## src/rtl/pe_sink.sv

```systemverilog
// pe_sink: network-on-chip sink endpoint. Accepts 32-bit flits addressed to
// ADDRESS into a circular receive buffer and presents the 24-bit payloads to a
// local consumer over a valid/ready pair. It discards flits for other
// addresses, counts them, and can optionally throttle the drain side with an
// LFSR gate.
//
// Ports
//   clk           rising-edge clock
//   rst           asynchronous active-low reset
//   i_data        flit: [31:24] destination address, [23:0] payload
//   i_data_valid  flit on i_data is valid
//   o_data_ready  sink can accept a flit this cycle (registered)
//   o_rx_data     payload at buffer head, 0 when empty
//   o_rx_valid    head payload valid and poppable this cycle
//   i_rx_ready    consumer takes head payload
//   o_fifo_level  current buffer occupancy
//   o_pkt_count   saturating count of accepted matching flits
//   o_err_count   saturating count of accepted mismatching flits
module pe_sink #(
    parameter logic [7:0]  ADDRESS    = 8'd0,
    parameter int unsigned FIFO_DEPTH = 4,
    parameter bit          STALL_EN   = 1'b0,
    parameter logic [7:0]  STALL_SEED = 8'hA5
) (
    input  logic                          clk,
    input  logic                          rst,
    input  logic [31:0]                   i_data,
    input  logic                          i_data_valid,
    output logic                          o_data_ready,
    output logic [23:0]                   o_rx_data,
    output logic                          o_rx_valid,
    input  logic                          i_rx_ready,
    output logic [$clog2(FIFO_DEPTH):0]   o_fifo_level,
    output logic [15:0]                   o_pkt_count,
    output logic [15:0]                   o_err_count
);

    localparam int unsigned PTR_W = $clog2(FIFO_DEPTH);
    localparam int unsigned LVL_W = PTR_W + 1;
    localparam int unsigned PAY_W = 24;
    localparam int unsigned CNT_W = 16;

    logic [PAY_W-1:0] mem [FIFO_DEPTH];

    logic [PTR_W-1:0] rd_ptr_q, rd_ptr_d;
    logic [PTR_W-1:0] wr_ptr_q, wr_ptr_d;
    logic [LVL_W-1:0] level_q, level_d;
    logic [LVL_W-1:0] remain;
    logic [CNT_W-1:0] pkt_cnt_q, pkt_cnt_d;
    logic [CNT_W-1:0] err_cnt_q, err_cnt_d;
    logic [7:0]       lfsr_q, lfsr_d;
    logic             ready_q, ready_d;
    logic             rx_valid_q, rx_valid_d;
    logic [PAY_W-1:0] rx_data_q, rx_data_d;
    logic             accept;
    logic             hit;
    logic             miss;
    logic             pop;
    logic             gate_d;

    // Next-state: handshakes, pointers, occupancy, counters, LFSR and the
    // registered view of the head that the outputs present next cycle.
    always_comb begin
        accept     = i_data_valid & ready_q;
        hit        = accept & (i_data[31:24] == ADDRESS);
        miss       = accept & (i_data[31:24] != ADDRESS);
        pop        = rx_valid_q & i_rx_ready;

        rd_ptr_d   = rd_ptr_q + PTR_W'(pop);
        wr_ptr_d   = wr_ptr_q + PTR_W'(hit);
        remain     = level_q - LVL_W'(pop);
        level_d    = remain + LVL_W'(hit);

        pkt_cnt_d  = pkt_cnt_q;
        err_cnt_d  = err_cnt_q;
        if (hit && (pkt_cnt_q != {CNT_W{1'b1}})) begin
            pkt_cnt_d = pkt_cnt_q + CNT_W'(1);
        end
        if (miss && (err_cnt_q != {CNT_W{1'b1}})) begin
            err_cnt_d = err_cnt_q + CNT_W'(1);
        end

        // Fibonacci LFSR, polynomial x^8 + x^6 + x^5 + x^4 + 1.
        lfsr_d     = {lfsr_q[6:0], lfsr_q[7] ^ lfsr_q[5] ^ lfsr_q[4] ^ lfsr_q[3]};
        gate_d     = STALL_EN ? lfsr_d[0] : 1'b1;

        // Full buffer keeps ready low through a same-cycle pop; ready
        // follows the post-edge occupancy.
        ready_d    = (level_d < LVL_W'(FIFO_DEPTH));
        rx_valid_d = (level_d != '0) & gate_d;

        // If nothing older survives the pop, the incoming flit becomes the
        // head; bypass it since the memory write lands on the same edge.
        rx_data_d  = '0;
        if (level_d != '0) begin
            if (remain == '0) begin
                rx_data_d = i_data[PAY_W-1:0];
            end else begin
                rx_data_d = mem[rd_ptr_d];
            end
        end
    end

    // Control and output state.
    always_ff @(posedge clk or negedge rst) begin
        if (!rst) begin
            rd_ptr_q   <= '0;
            wr_ptr_q   <= '0;
            level_q    <= '0;
            pkt_cnt_q  <= '0;
            err_cnt_q  <= '0;
            lfsr_q     <= STALL_SEED;
            ready_q    <= 1'b0;
            rx_valid_q <= 1'b0;
            rx_data_q  <= '0;
        end else begin
            rd_ptr_q   <= rd_ptr_d;
            wr_ptr_q   <= wr_ptr_d;
            level_q    <= level_d;
            pkt_cnt_q  <= pkt_cnt_d;
            err_cnt_q  <= err_cnt_d;
            lfsr_q     <= lfsr_d;
            ready_q    <= ready_d;
            rx_valid_q <= rx_valid_d;
            rx_data_q  <= rx_data_d;
        end
    end

    // Payload storage; contents are don't-care until covered by level.
    always_ff @(posedge clk) begin
        if (hit) begin
            mem[wr_ptr_q] <= i_data[PAY_W-1:0];
        end
    end

    assign o_data_ready = ready_q;
    assign o_rx_valid   = rx_valid_q;
    assign o_rx_data    = rx_data_q;
    assign o_fifo_level = level_q;
    assign o_pkt_count  = pkt_cnt_q;
    assign o_err_count  = err_cnt_q;

endmodule

```

## config.mk

```make
export PLATFORM = sky130hd
export DESIGN_NAME = pe_sink
export DESIGN_NICKNAME = d
export VERILOG_FILES = /design/src/rtl/pe_sink.sv
export SDC_FILE = /design/constraint.sdc
export NUM_CORES = 1
export LEC_CHECK = 0
export CORE_MARGIN = 3
export CORE_UTILIZATION = 48
export DETAILED_ROUTE_END_ITERATION = 16
export GPL_TIMING_DRIVEN = 0
export PLACE_DENSITY = 0.75
export SETUP_SLACK_MARGIN = 0.1
export SLEW_MARGIN = 30
export SYNTH_ARGS = -nofsm -noshare
export SYNTH_HDL_FRONTEND = slang
export SYNTH_SLANG_ARGS = --single-unit
```

## constraint.sdc

```tcl
create_clock -name clk -period 3.1 [get_ports clk]
set_input_delay 0.465 -clock clk [delete_from_list [all_inputs] [get_ports clk]]
set_output_delay 0.465 -clock clk [all_outputs]
set_load 0.02 [all_outputs]
```

# Word level (Yosys, flattened, before mapping)
# Memories as Yosys holds them, arrays and structs flattened.
# Cells that the tools add are included.
classes:
  n_reduce_logical: 6
  bitwise: 4
  order_cmp: 1
  addsub: 6
  eq_ne: 2
  muxes: 4
op_table:
  columns: ["operator", "count"]
  rows:
  - ["$mux 24", 2]
  - ["$add 16x1->16 const B", 2]
  - ["$ne 16x16->1 const B", 2]
  - ["$logic_not 8->1", 1]
  - ["$reduce_bool 8->1", 1]
  - ["$add 2x1->2", 2]
  - ["$and 1x1->1", 4]
  - ["$add 3x1->3", 1]
  - ["$logic_not 3->1", 1]
  - ["$lt 3x3->1 const B", 1]
  - ["$reduce_bool 3->1", 1]
  - ["$sub 3x1->3", 1]
  - ["$logic_and 1x1->1", 2]
  - ["$mux 1", 2]
totals:
  inputBits: 36
  register_bits: 65
  ram_bits: 96
  mem_count: 1
memory_table:
  columns: ["name", "depth", "word_bits", "rd", "rd_ports_with_merged_regs", "write_ports", "line", "text"]
  rows:
  - ["mem", 4, 24, 1, 0, 1, "43", "logic [PAY_W-1:0] mem [FIFO_DEPTH];"]

# Longest topological paths before layout
# Gate-level depths: netlist of run 1.
depth:
  word_depth: 5
  depth_mapped: 12
  mapped_depth_nobuf: 9

# Least setup slack after synthesis of run 1
# No wires, ideal clock.
synth_path:
  kind: "input to register"
  from: "in i_data[25]"
  to: "mem mem[1][0] (enable)"
  path_slack_ns: -0.373
  stages: 4
  setup_time_ns: 0.440
  t_required_ns: 2.660
  arrival_ns: 3.033
  path_cell_list: "nor4_4 > nand4_1 > buf_2 > nor3b_1"
synth_via:
  elab_chain_len: 4
synth_lines:
  columns: ["element", "line", "text"]
  rows:
  - ["start, declared", "27", "input logic [31:0] i_data,"]
  - ["$logic_not 8->1", "65", "hit = accept & (i_data[31:24] == ADDRESS);"]
  - ["$and 1x1->1", "65", null]
  - ["$mux 1", "131", "if (hit) begin"]
  - ["$mux 1 (not written as such)", "132", "mem[wr_ptr_q] <= i_data[PAY_W-1:0];"]
  - ["end, declared", "43", null]
# Every way passes these cells.

# Worst setup path in the final report of run 1
layout_path:
  from: "in i_data[26]"
  to: "reg rx_data_q[18] (netlist: o_rx_data[18])"
layout_via:
  elab_chain_len: 5
layout_lines:
  columns: ["element", "line", "text"]
  rows:
  - ["$logic_not 8->1", "65", null]
  - ["$and 1x1->1", "65", null]
  - ["$add 3x1->3", "72", "level_d = remain + LVL_W'(hit);"]
  - ["named net level_d[2]", "47", "logic [LVL_W-1:0] level_q, level_d;"]
  - ["$reduce_bool 3->1", "95", "if (level_d != '0) begin"]
  - ["$mux 24", "95", null]
  - ["named net rx_data_d[18]", "54", "logic [PAY_W-1:0] rx_data_q, rx_data_d;"]
  - ["end signal, assigned", "125", "rx_data_q <= rx_data_d;"]
  - ["end, declared", "54", null]
# The timed path passes the listed nets, and every way through them passes these cells.
# A chain may end at the register's enable or synchronous reset.

==> results of run 1 <==
kinds of logic (layout without fill, tap and decap cells):
family	Yosys count	in the layout
flops	161	161
simple gates	80	80
fa+ha+maj	8	8
buf+inv	23	166
xor+xnor	30	30
mux	29	29
compound gates	29	29
registers in the layout, indices dropped and copies added (netlist names):
name,cells
o_rx_data,24
mem,96
o_pkt_count,16
o_data_ready,1
wr_ptr_q,2
o_fifo_level,3
o_err_count,16
rd_ptr_q,2
o_rx_valid,1
path summary, 6_finish.rpt:
kind / depth (start not counted) / to / slack [ps]
min in group clk: 1 / o_err_count[11] / 500
min reg2reg: 1 / o_err_count[11] / 500
max reg2reg: 6 / o_rx_data[9] / 470
max: 12 / o_rx_data[18] / 230
min: 2 / o_err_count[10] / 480
max in group asynchronous: 3 / o_rx_data[23] / 2080
power groups by stage:
stage	logic, mW	clock network [mW]	registers, mW
6_report	2.51	2.13	2.67
5_1_grt	2.68	2.27	2.70
4_1_cts	2.51	2.17	2.67
3_5_place_dp	2.45	0	2.71
3_3_place_gp	2.44	0	2.70
2_1_floorplan	1.28	0	2.97
layer usage:
layer / share of wire, % / vias up / track usage [%]
li1: - / 1671 / -
met1: 41 / 1907 / 24.3
met4: 1.4 / 0 / 6.44
met3: 6.7 / 14 / 4.66
met2: 50 / 162 / 31.3
met5: 0 / - / 0
repair_timing:
item                                   in CTS  in global routing
pin swaps                                   4                  2
setup buffers                               4                  4
endpoints found under the hold margin      19                  0
gates resized for setup                     5                  4
setup endpoints to repair                  21                 21
hold buffers                                1                  0
layout by cell type, fill, tap and decap left out, types with 3 or more instances in the layout:
cell type / n
edfxtp_1: 96
clkdlybuf4s50_1: 95
dfrtp_1: 65
mux4_2: 24
a22o_1: 24
xnor2_1: 17
clkbuf_16: 17
nand4_1: 15
xor2_1: 12
buf_4: 11
nand3_1: 10
nand2_1: 10
inv_1: 9
ha_1: 8
buf_6: 7
nor3_1: 7
buf_2: 6
mux2_2: 5
and3_1: 5
nor2_1: 5
clkinv_4: 4
clkinvlp_4: 4
nor4_4: 3
bufinv_16: 3
inv_6: 3
metrics by stage:
stage / setup TNS [ps] / cell area (µm²) / setup slack [ps] / power, mW
after floorplan: 0 / 6390 / 454 / 4.26
after global placement: -126210 / 7570 / -894 / 5.14
after detailed placement: -12960 / 7680 / -607 / 5.17
after CTS: 0 / 8340 / 108 / 7.36
after global routing: 0 / 8390 / 109 / 7.66
final: 0 / 8390 / 232 / 7.30
worst max-delay path: cells and delay by family:
family | cells | cell delay [ps]
buffers and inverters | 4 | 940
and+or+nand+nor | 4 | 850
adders and majority gates | 2 | 320
xor gates and xnor gates | 1 | 300
AOI/OAI and AO/OA | 1 | 280
final cells by class:
cell class | instances | share of cell area [%]
Buffer | 13 | 0.985
Clock buffer | 17 | 5.07
Clock inverter | 15 | 2.21
Inverter | 9 | 0.403
Multi-Input combinational cell | 176 | 21.5
Sequential cell | 161 | 53.8
Tap cell | 172 | 2.57
Timing Repair Buffer | 112 | 13.4
==> summary.md, run 1 <==
| Metric | Value |
|---|---|
| Status | `completed` |
| Count of cell types in the netlist | `40` |
| First-pass GRT wire length | `20,800 µm` |
| Die span in y | `around 120 µm` |
| Syn. warnings | `0` |
| Clock-pin slew on the worst setup and hold paths | `approximately 60 ps` |
| Ant. Diodes | `0` |
| Fin crit share | `92.5%` |
| DRC viols | `0` |
| Clock latency on the worst-skew pair | `between 400 and 500 ps` |
| Final Hold Violating Endpoints | `0` |
| Via/cell ratio | `5.56` |
| Root Driver | `clkbuf_16` |
| CP Launch Type | `primary input` |
| Buffers added on ports | `96` |
| CP arrival | `around 3200 ps` |
| Total GRT Usage | `a little under a fifth` |
| Largest family of logic cells by synthesized area | `multiplexers` |
| Placed cells | `approximately 640` |
| Filler cells | `900` |
| Pint | `around 5.1 mW` |
| First-pass detailed-route iteration total | `6` |
| Leak | `approximately 3.2 nW` |
| Slew @ Worst Pin | `about 770 ps` |
| DRT iter0 DRCs | `between 300 and 400` |
| CTS tree | `built` |
| Final ANT Viol Nets | `0` |
| Fraction of layout cells with a size suffix above 1 | `between 20% and 30%` |
| CTS Buffer Depth | `2` |
| Clock power share | `29.1%` |
| Cell area power density | `between 800 and 900 mW/mm²` |
| Gr ovfl total | `0` |
| Worst stage delay on the critical path | `approximately 450 ps` |
| Yosys top cell by area | `edfxtp_1` |
| TritonCTS sink count | `between 150 and 200` |
| Total die area | `about 0.015 mm²` |
| Vias in the first global route | `just under 4,000` |
| Min Tclk post-route | `2870 ps` |
| Final net count | `534` |
| Cell Area, Synth | `0.00637 mm²` |
| Cell mode on critical path | `ha_1` |
| FF+latch count, synth | `between 150 and 200` |
| Synth Area in Compound Gates | `3.83%` |
| Core region area | `about 0.013 mm²` |
| Worst vdd ir | `0.571 mV` |
| Most common library cells after synthesis | `edfxtp_1, dfrtp_1, a22o_1, mux4_2, xnor2_1` |
| Post-Synth Simple-Gate Area | `8.48%` |
| Synth Area in XOR/XNOR | `roughly 4.4%` |
| Non-Filler Instances | `675` |
| CP Data Required Time | `3400 ps` |
| Starting Density | `between 40% and 50%` |
| Switching share of total power | `between 30 and 40%` |
| CP Cell Sequence | `clkdlybuf4s50_1, nor4_4, nand4_1, buf_6, inv_1, ha_1, ha_1, xor3_2, nor3_4, nor2_2, clkbuf_4, a22o_1` |
| Number of buffers created by CTS | `17` |
| Hold slack | `480 ps` |
| DR vias | `between 3,000 and 4,000` |
| Hold Path Class | `in -> async` |
| Area contributors post-synth | `edfxtp_1, dfrtp_1, mux4_2` |
| Final setup fails | `0` |
| I/O pin cnt | `97` |
| Largest net degree at the start of global routing | `47` |
| Post-synthesis sequential area ratio | `approximately 70%` |
| GPL Wtd Cong | `about 0.9` |
| CP Max Fanout | `10` |
| Max_slew headroom | `roughly half` |
| Post-synth EDFFs | `96` |
| Die X | `between 100 and 150 µm` |
| Primary FF master, synth | `edfxtp_1` |
| Mux share of post-synthesis cell area | `around a tenth` |
| Setup crit start | `i_data[26]` |
| Unrepaired setup endpoints after global routing | `no` |
| Synth Area in Adders | `about 1.6%` |
| RR Startpoint | `o_rx_valid` |
| Storage cell area | `0.00451 mm²` |
| Setup crit end kind | `flip-flop` |
| Htree depth | `4` |
| P&R area growth vs syn | `31.5%` |
| Net Sw Power | `around 2.2 mW` |
| Finished Core Util | `between 60% and 70%` |
| Seq pwr share | `between 30% and 40%` |
| Asr flop ratio synth | `between 40% and 50%` |
| Multi-input logic area | `~0.0018 mm²` |
| Drt wl/cell | `19.5 µm` |
| Maximum clock rate | `approximately 350 MHz` |
| Syn Nets | `~400` |
| Avg Synthesized Cell Area | `around 18 µm²` |
| Most frequent cell after synthesis | `edfxtp_1` |
| CP max stage cell | `clkdlybuf4s50_1` |
| Detail Placement HPWL | `about 8700 µm` |
| Combinational power share | `about a third` |
| Pins Over Slew Limit | `0` |
| Clock skew | `4.68 ps` |
| Cells after Synth | `360` |
| Post-synth top area share | `a little under half` |
| Post-Route WL | `13,100 µm` |
| Kind of critical path | `in -> reg` |
| Initial antenna violation count | `0` |
| Core Rows | `around 40` |
| Number of max-cap violations | `0` |
No activity file was read; power rests on OpenSTA's default activity.
==> inputs of run 2 (changes only) <==
CTS_BUF_LIST = sky130_fd_sc_hd__clkbuf_4 sky130_fd_sc_hd__clkbuf_8 sky130_fd_sc_hd__clkbuf_16   (was unset)
==> results of run 2 <==
Same layout as run 1: the final DEF is identical, and so are final timing and power.
